## config.mk

```make
export PLATFORM = sky130hd
export DESIGN_NAME = ula_multi
export DESIGN_NICKNAME = d
export VERILOG_FILES = /design/src/rtl/ula_multi.sv
export SDC_FILE = /design/constraint.sdc
export NUM_CORES = 1
export LEC_CHECK = 0
export ABC_AREA = 1
export ABC_CLOCK_PERIOD_IN_PS = 4740
export BUFFER_PORTS_ARGS = -buffer_cell sky130_fd_sc_hd__buf_2
export CORE_ASPECT_RATIO = 1.1
export CORE_MARGIN = 1
export CORE_UTILIZATION = 35
export DETAILED_ROUTE_END_ITERATION = 10
export GPL_TIMING_DRIVEN = 0
export HOLD_SLACK_MARGIN = 0.02
export MAX_ROUTING_LAYER = met4
export PLACE_DENSITY_LB_ADDON = 0.25
export SETUP_SLACK_MARGIN = 0.02
export SLEW_MARGIN = 5
export SYNTH_ARGS = -nofsm -noshare
export SYNTH_HDL_FRONTEND = slang
export SYNTH_SLANG_ARGS = --single-unit
```

## constraint.sdc

```tcl
create_clock -name CLOCK_50 -period 4.74 [get_ports CLOCK_50]
set_input_delay 0.237 -clock CLOCK_50 [delete_from_list [all_inputs] [get_ports CLOCK_50]]
set_output_delay 0.237 -clock CLOCK_50 [all_outputs]
set_load 0.01 [all_outputs]
```

## src/rtl/ula_multi.sv

```systemverilog
// Keypad ALU: builds two decimal operands from key codes and computes
// ADD/SUB/MUL into a registered signed-magnitude result on EQUALS.
module ula_multi #(
  parameter int DIGITS = 2,
  parameter int OW     = 8
) (
  input  logic              CLOCK_50,
  input  logic              reset_n,
  input  logic [7:0]        data,
  input  logic              validate,
  output logic [OW-1:0]     out_A,
  output logic [OW-1:0]     out_B,
  output logic [2*OW-1:0]   result,
  output logic              neg,
  output logic              on,
  output logic [2:0]        mode,
  output logic [1:0]        op,
  output logic              err
);

  // state     | meaning
  // S_OFF     | powered down, only ON_OFF is honoured
  // S_IDLE    | powered, no operand being edited
  // S_EDIT_A  | digits append to operand A
  // S_EDIT_B  | digits append to operand B
  // S_RESULT  | result registered after EQUALS
  typedef enum logic [2:0] {
    S_OFF    = 3'd0,
    S_IDLE   = 3'd1,
    S_EDIT_A = 3'd2,
    S_EDIT_B = 3'd3,
    S_RESULT = 3'd4
  } state_t;

  localparam int RW = 2 * OW;
  localparam int CW = $clog2(DIGITS + 1);

  localparam logic [1:0] OP_NONE = 2'd0;
  localparam logic [1:0] OP_ADD  = 2'd1;
  localparam logic [1:0] OP_SUB  = 2'd2;
  localparam logic [1:0] OP_MUL  = 2'd3;

  localparam logic [7:0] K_ADD    = 8'd10;
  localparam logic [7:0] K_SUB    = 8'd11;
  localparam logic [7:0] K_MUL    = 8'd12;
  localparam logic [7:0] K_EQUALS = 8'd14;
  localparam logic [7:0] K_DEF_A  = 8'd15;
  localparam logic [7:0] K_CLEAR  = 8'd16;
  localparam logic [7:0] K_ON_OFF = 8'd18;
  localparam logic [7:0] K_DEF_B  = 8'd19;

  state_t          state, state_n;
  logic [OW-1:0]   a_n, b_n;
  logic [CW-1:0]   cnt_a, cnt_b, cnt_a_n, cnt_b_n;
  logic [RW-1:0]   result_n;
  logic            neg_n, on_n, err_n;
  logic [1:0]      op_n;

  logic            v_s1, v_s2, v_hist;
  logic            key_evt;
  logic            is_digit;
  logic [OW-1:0]   digit;
  logic [RW-1:0]   a_ext, b_ext;
  logic [RW-1:0]   sum, prod, diff_ab, diff_ba;
  logic            a_ge_b;

  // validate is asynchronous: two-flop synchronizer, then edge detect
  always_ff @(posedge CLOCK_50 or negedge reset_n) begin
    if (!reset_n) begin
      v_s1   <= 1'b0;
      v_s2   <= 1'b0;
      v_hist <= 1'b0;
    end else begin
      v_s1   <= validate;
      v_s2   <= v_s1;
      v_hist <= v_s2;
    end
  end

  assign key_evt  = v_s2 & ~v_hist;
  assign is_digit = (data <= 8'd9);
  assign digit    = OW'(data[3:0]);

  assign a_ext   = {{OW{1'b0}}, out_A};
  assign b_ext   = {{OW{1'b0}}, out_B};
  assign sum     = a_ext + b_ext;
  assign prod    = a_ext * b_ext;
  assign diff_ab = a_ext - b_ext;
  assign diff_ba = b_ext - a_ext;
  assign a_ge_b  = (out_A >= out_B);

  always_ff @(posedge CLOCK_50 or negedge reset_n) begin
    if (!reset_n) begin
      state  <= S_OFF;
      out_A  <= '0;
      out_B  <= '0;
      cnt_a  <= '0;
      cnt_b  <= '0;
      result <= '0;
      neg    <= 1'b0;
      on     <= 1'b0;
      op     <= OP_NONE;
      err    <= 1'b0;
    end else begin
      state  <= state_n;
      out_A  <= a_n;
      out_B  <= b_n;
      cnt_a  <= cnt_a_n;
      cnt_b  <= cnt_b_n;
      result <= result_n;
      neg    <= neg_n;
      on     <= on_n;
      op     <= op_n;
      err    <= err_n;
    end
  end

  always_comb begin
    state_n  = state;
    a_n      = out_A;
    b_n      = out_B;
    cnt_a_n  = cnt_a;
    cnt_b_n  = cnt_b;
    result_n = result;
    neg_n    = neg;
    on_n     = on;
    op_n     = op;
    err_n    = err;

    if (key_evt) begin
      if (state == S_OFF) begin
        if (data == K_ON_OFF) begin
          a_n      = '0;
          b_n      = '0;
          cnt_a_n  = '0;
          cnt_b_n  = '0;
          result_n = '0;
          neg_n    = 1'b0;
          op_n     = OP_NONE;
          err_n    = 1'b0;
          on_n     = 1'b1;
          state_n  = S_IDLE;
        end
      end else if (is_digit) begin
        // a digit is only accepted while its operand still has room
        if (state == S_EDIT_A) begin
          if (cnt_a < CW'(DIGITS)) begin
            a_n     = out_A * OW'(10) + digit;
            cnt_a_n = cnt_a + CW'(1);
            err_n   = 1'b0;
          end else begin
            err_n = 1'b1;
          end
        end else if (state == S_EDIT_B) begin
          if (cnt_b < CW'(DIGITS)) begin
            b_n     = out_B * OW'(10) + digit;
            cnt_b_n = cnt_b + CW'(1);
            err_n   = 1'b0;
          end else begin
            err_n = 1'b1;
          end
        end else begin
          err_n = 1'b1;
        end
      end else begin
        case (data)
          K_ADD: begin
            op_n  = OP_ADD;
            err_n = 1'b0;
          end
          K_SUB: begin
            op_n  = OP_SUB;
            err_n = 1'b0;
          end
          K_MUL: begin
            op_n  = OP_MUL;
            err_n = 1'b0;
          end
          K_EQUALS: begin
            if (op == OP_NONE) begin
              err_n = 1'b1;
            end else begin
              err_n   = 1'b0;
              state_n = S_RESULT;
              neg_n   = 1'b0;
              case (op)
                OP_ADD:  result_n = sum;
                OP_SUB: begin
                  result_n = a_ge_b ? diff_ab : diff_ba;
                  neg_n    = ~a_ge_b;
                end
                default: result_n = prod;
              endcase
            end
          end
          K_DEF_A: begin
            a_n     = '0;
            cnt_a_n = '0;
            err_n   = 1'b0;
            state_n = S_EDIT_A;
          end
          K_DEF_B: begin
            b_n     = '0;
            cnt_b_n = '0;
            err_n   = 1'b0;
            state_n = S_EDIT_B;
          end
          K_CLEAR: begin
            a_n      = '0;
            b_n      = '0;
            cnt_a_n  = '0;
            cnt_b_n  = '0;
            result_n = '0;
            neg_n    = 1'b0;
            op_n     = OP_NONE;
            err_n    = 1'b0;
            state_n  = S_IDLE;
          end
          K_ON_OFF: begin
            a_n      = '0;
            b_n      = '0;
            cnt_a_n  = '0;
            cnt_b_n  = '0;
            result_n = '0;
            neg_n    = 1'b0;
            op_n     = OP_NONE;
            err_n    = 1'b0;
            on_n     = 1'b0;
            state_n  = S_OFF;
          end
          default: err_n = 1'b1;
        endcase
      end
    end
  end

  assign mode = state;

endmodule

```

== Word level (Yosys, flattened, before mapping) ==
Index checks and enable logic that the tools add are counted.

* Register bits: 47
* Input bits: 11
* Output and inout bits: 40
* Word-level logic and storage cells: 124

* Add/sub/neg operators: 7
* Multiply operators: 3
* Order comparisons: 4
* Eq/ne operators: 20
* Multiplexer cells: 56
* Bitwise logic cells: 3
* Reduce and logical (&&, ||, !) cells: 18

{| class="wikitable"
|+ Operators with widths
! kind !! count
|-
| 2-to-1 mux 8 bit || 12
|-
| 2-to-1 mux 16 bit || 5
|-
| one-hot mux 16 bit (2 select lines) || 2
|-
| == test 8 x 4 -> 1 bit (second input constant) || 5
|-
| 2-to-1 mux 2 bit || 14
|-
| == test 8 x 5 -> 1 bit (second input constant) || 3
|-
| subtractor 8 x 8 -> 9 bit || 2
|-
| adder 8 x 4 -> 8 bit || 2
|-
| multiplier 8 x 3 -> 7 bit (second input constant) || 2
|-
| multiplier 8 x 8 -> 16 bit || 1
|-
| 2-to-1 mux 1 bit || 15
|-
| one-hot mux 3 bit (5 select lines) || 1
|-
| AND reduction 5 bit || 3
|-
| 2-to-1 mux 3 bit || 4
|-
| != test 3 x 1 -> 1 bit (second input constant) || 4
|-
| nonzero test 5 bit || 2
|-
| adder 8 x 8 -> 9 bit || 1
|-
| nonzero test 3 bit || 3
|-
| greater-or-equal comparator 8 bit || 1
|-
| <= comparator 8 x 4 -> 1 bit (second input constant) || 1
|-
| one-hot mux 2 bit (4 select lines) || 1
|-
| OR reduction 7 bit || 1
|-
| == test 3 x 2 -> 1 bit (second input constant) || 2
|-
| != test 3 bit (second input constant) || 2
|-
| other kinds (16) || 22
|}

== Logic depth before layout (Yosys ltp) ==
* Word-level depth: 7
* Depth in mapped cells: 23
* Gate-level depth less buffers: 22

== Worst setup path after synthesis ==
Ideal clock, no wire load.

* Path kind: reg2reg
* Start point: reg out_A[1]
* End point: reg result[10]
* Library setup time: 0.117 ns
* Data arrival time: 4.149 ns
* Data required time: 4.623 ns
* Slack: 0.473 ns
* Stages on the path, launching flop included: 20
* Buffers on the path: 1
* Period minus slack after synthesis: 4.267 ns
* Cells stage by stage: dfrtp_1 -> clkbuf_1 -> nand2_1 -> fa_1 -> fa_1 -> inv_1 -> fa_1 -> inv_1 -> fa_1 -> inv_1 -> ha_1 -> nand2_1 -> nand2_1 -> nand2_1 -> nand2_1 -> a21oi_1 -> xor2_1 -> nand2_1 -> nand3_1 -> nand2_1

* Longest elaborated chain between the ends: 7
* Elaborated cells between the ends (all ways): 10
* Classes of those cells: add/sub (2); mul (1); order compare (1); mux (6)

{| class="wikitable"
|+ Ends and longest elaborated chain
! item !! line !! text
|-
| from (decl) || 11 || <nowiki>output logic [OW-1:0] out_A,</nowiki>
|-
| from (signal assigned) || 106 || <nowiki>out_A <= a_n;</nowiki>
|-
| branches (longest 2 deep; another with multiplier 8 x 8 -> 16 bit) || n/a ||
|-
| one-hot mux 16 bit (2 select lines) (*) || 186 || <nowiki>case (op)</nowiki>
|-
| 2-to-1 mux 16 bit (*) || 180 || <nowiki>if (op == OP_NONE) begin</nowiki>
|-
| one-hot mux 16 bit (2 select lines) (*) || 166 || <nowiki>case (data)</nowiki>
|-
| 2-to-1 mux 16 bit (*) || 144 || <nowiki>end else if (is_digit) begin</nowiki>
|-
| 2-to-1 mux 16 bit (*) || 131 || <nowiki>if (state == S_OFF) begin</nowiki>
|-
| to (signal assigned) || 110 || <nowiki>result <= result_n;</nowiki>
|-
| to (decl) || 13 || <nowiki>output logic [2*OW-1:0] result,</nowiki>
|}

Mark *: on every way between the ends. The select of a mux whose other input is x is not followed.
A chain may end at the register's enable or synchronous reset.

== Worst setup path in the final report ==
* Start point: reg out_B[4]
* End point: reg result[10]

* Longest elaborated chain between the ends: 7
* Elaborated cells between the ends (all ways): 10
* Classes of those cells: add/sub (2); mul (1); order compare (1); mux (6)

{| class="wikitable"
|+ Ends and longest elaborated chain
! item !! line !! text
|-
| from (decl) || 12 || <nowiki>output logic [OW-1:0] out_B,</nowiki>
|-
| from (signal assigned) || 107 || <nowiki>out_B <= b_n;</nowiki>
|-
| branches (longest 2 deep; another with multiplier 8 x 8 -> 16 bit) || n/a ||
|-
| one-hot mux 16 bit (2 select lines) (*) || 186 ||
|-
| 2-to-1 mux 16 bit (*) || 180 ||
|-
| one-hot mux 16 bit (2 select lines) (*) || 166 ||
|-
| 2-to-1 mux 16 bit (*) || 144 ||
|-
| 2-to-1 mux 16 bit (*) || 131 ||
|}

Marks and branches as above.

==> impl_metrics.env <==
export IMPL_synth_cell_type_count=34
export IMPL_setup_slack_ns=0.280
export IMPL_postCtsSetupRepairBufs=0
export IMPL_synthFlopType="dfrtp_1"
export IMPL_grt_pass1_vias=6081
export IMPL_synth_edf_count=0
export IMPL_switchingPower_mw=0.850
export IMPL_htreeDepth=2
export IMPL_startpoint_type="flop"
export IMPL_dp_hpwl_mm=14.6
export IMPL_drcViolationCount=0
export IMPL_drive_above_1_share_pct=11.0
export IMPL_numCtsBuffers=5
export IMPL_combinationalPowerShare_pct=51.2
export IMPL_synth_area_um2=6600
export IMPL_synth_nets=1125
export IMPL_p_int_mw=0.950
export IMPL_die_w_um=133
export IMPL_cp_slowest_cell="fa_1"
export IMPL_synth_compound_area_share_pct=6.08
export IMPL_hold_ws_ns=0.254
export IMPL_rsz0062_at_grt="false"
export IMPL_synth_mux_area_share_pct=0
export IMPL_status="finished clean"
export IMPL_insertion_delay_ns=0.31
export IMPL_hp_class="input port to flop"
export IMPL_core_area_um2=18400
export IMPL_initial_core_util_pct=35.9
export IMPL_gp_routability_congestion=0.915
export IMPL_die_area_um2=19400
export IMPL_final_setup_viol_count=0
export IMPL_critical_path_arrival_ns=4.65
export IMPL_ioPinCount=51
export IMPL_antenna_left=0
export IMPL_cp_end_kind="flop"
export IMPL_n_antenna_cell=0
export IMPL_p_leak_nw=4.63
export IMPL_clk_pin_slew_worst_paths_ns=0.08
export IMPL_synthCells=988
export IMPL_seq_power_share_pct=28.0
export IMPL_period_share_pct=94.1
export IMPL_peakVddDrop_mv=0.189
export IMPL_clock_skew_ns=0.0134
export IMPL_power_clock_fraction_pct=20.8
export IMPL_cpMostUsedCell="nand2_1"
export IMPL_synth_fa_ha_area_share_pct=28.8
export IMPL_ys_async_sr_fraction_pct=100
export IMPL_syn_avg_cell_area_um2=6.68
export IMPL_drv_cap=0
export IMPL_hold_viol_final=0
export IMPL_grt_antenna_before_repair=0
export IMPL_final_core_util_pct=40.0
export IMPL_root_buffer="clkbuf_16"
export IMPL_total_power_mw=1.80
export IMPL_rows=52
export IMPL_nets=1183
export IMPL_vias=6098
export IMPL_vias_per_cell=4.73
export IMPL_worst_pin_slew_ns=0.643
export IMPL_worstPathMaxFanout=10
export IMPL_slowest_delay_ns=0.54
export IMPL_wl_per_cell_um=13.9
export IMPL_fill_cells=2017
export IMPL_seqCellArea_um2=1180
export IMPL_grt_usage_pct=19.9
export IMPL_ys_warn_count=0
export IMPL_cts_sinks=47
export IMPL_dieHeight_um=146
export IMPL_max_clock_path_buffers=2
export IMPL_ys_seq_area_share_pct=17.8
export IMPL_cp_cell_sequence="buf_2 > nand2_1 > fa_1 > fa_1 > inv_1 > fa_1 > inv_1 > fa_1 > inv_1 > ha_1 > nand2_1 > nand2_1 > nand2_1 > nand2_1 > a21oi_1 > xor2_1 > nand2_1 > nand3_1 > nand2_1"
export IMPL_overflow=0
export IMPL_slew_viol_final=0
export IMPL_sw_frac_of_total_pct=47.2
export IMPL_critPathBufInv=4
export IMPL_synth_top_family_by_area="simple AND/OR/NAND/NOR gates"
export IMPL_grt_max_degree=48
export IMPL_drt_pass1_iter_count=4
export IMPL_grt_pass1_wl_mm=29.7
export IMPL_synth_xor_area_share_pct=2.65
export IMPL_critPathTopFamily="adder cells"
export IMPL_post_place_ws_ns=-0.164
export IMPL_relSlewSlack_pct=57.1
export IMPL_portBuffers=50
export IMPL_critPathRequiredTime_ns=4.93
export IMPL_wirelength_mm=17.9
export IMPL_fmax_mhz=224
export IMPL_synth_simple_area_share_pct=31.3
export IMPL_worstSetupPathType="flop to flop"
export IMPL_area_delta_synth_final_pct=11.7
export IMPL_multiInputGateArea_um2=4550
export IMPL_drt_iter0_markers=278
export IMPL_p_per_area_nw_per_um2=244
export IMPL_cts_tree="built"
export IMPL_ys_ff_latch=47
export IMPL_min_period_ns=4.46
metal layers:
| metal | track usage, % | part of all wire, % |
|---|---|---|
| met1 | 23.9 | 46 |
| met5 | - | 0 |
| met3 | 2.22 | 2.6 |
| met4 | 5.75 | 2.1 |
| met2 | 34.9 | 50 |
cells in the final DEF (no fill, tap or decap), types with 7 or more instances in the layout:
cell type,instances
dfrtp_1,41
o21ai_0,32
inv_1,195
clkbuf_4,7
nand2_1,318
nor2_1,59
a21oi_1,30
buf_2,57
nand4_1,12
ha_1,83
fa_1,43
nand3_1,73
xor2_1,14
area by class of cell:
cell class	count	share of cell area (%)
Timing Repair Buffer	52	3.70
Clock buffer	5	1.70
Clock inverter	3	0.305
Sequential cell	47	16.1
Tap cell	243	4.12
Buffer	26	2.16
Inverter	201	10.3
Multi-Input combinational cell	713	61.7
cell usage after synthesis, types with 2 or more instances:
library cell,count,share of area [%]
o21ai_1,5,0.38
nor2_2,6,0.57
inv_2,5,0.28
fa_1,43,13
dfrtp_1,47,18
nand4_1,12,1.1
o211ai_1,2,0.23
a21oi_1,31,2.3
nor2_1,59,3.4
xor2_1,14,1.9
clkbuf_1,19,1.1
nand2_1,318,18
buf_4,3,0.34
nor3_1,2,0.15
nor4_1,2,0.19
o21ai_0,32,2.4
nor2_4,2,0.34
or2_2,4,0.38
nand3_2,3,0.45
ha_1,83,16
a21o_1,3,0.34
nand3_1,73,5.5
nand3b_1,2,0.23
xnor2_1,6,0.80
nand2_2,6,0.57
inv_1,195,11
buf_2,4,0.30
kinds of logic (layout without fill, tap and decap cells):
kind of cell               count (synthesis)  count (layout)
adders and majority gates                126             126
xor gates and xnor gates                  20              20
buffers and inverters                    228             287
DFF                                       47              47
and+or+nand+nor                          491             491
AOI/OAI and AO/OA                         76              76
worst paths after layout:
check,from,end,slack [ns],cells past startpoint
worst min register to register,v_s1,v_s2,0.35,0
worst max register to register,out_B[4],result[10],0.28,19
max in group asynchronous,reset_n,out_A[0],3.77,2
worst min-delay path,data[0],out_B[0],0.25,3
worst max-delay path,out_B[4],result[10],0.28,19
min in group asynchronous,reset_n,result[6],0.49,2
tightest hold or removal path, cell delays in order:
cell	delay, ns
buf_2	0.14
nand2_1	0.09
o21ai_1	0.07
stage by stage:
step	setup TNS, ns	cells	cell area (µm²)
floorplan	0	988	6600
global placement	-0.153	1281	7160
detailed placement	-0.377	1281	7160
CTS	0	1289	7310
global route	0	1290	7370
finish	0	1290	7370
state kept, by name, indices dropped and copies added, names as in the netlist:
signal / cells
err: 1
v_s1: 1
on: 1
v_s2: 1
out_B: 8
cnt_b: 2
mode: 3
v_hist: 1
out_A: 8
neg: 1
op: 2
result: 16
cnt_a: 2
power groups by stage:
stage	combinational [mW]	sequential, mW	clock, mW
after floorplan	0.671	0.495	0
after global placement	0.925	0.501	0
after detailed placement	0.922	0.503	0
after CTS	0.918	0.504	0.391
after global routing	1.06	0.511	0.400
final	0.922	0.503	0.375
repair_timing:
item	in CTS	in global routing
gates resized for setup	3	51
setup endpoints to repair	6	8
hold buffers	1	1
endpoints found under the hold margin	1	1
Note: power is estimated with default switching activity, not from simulation.
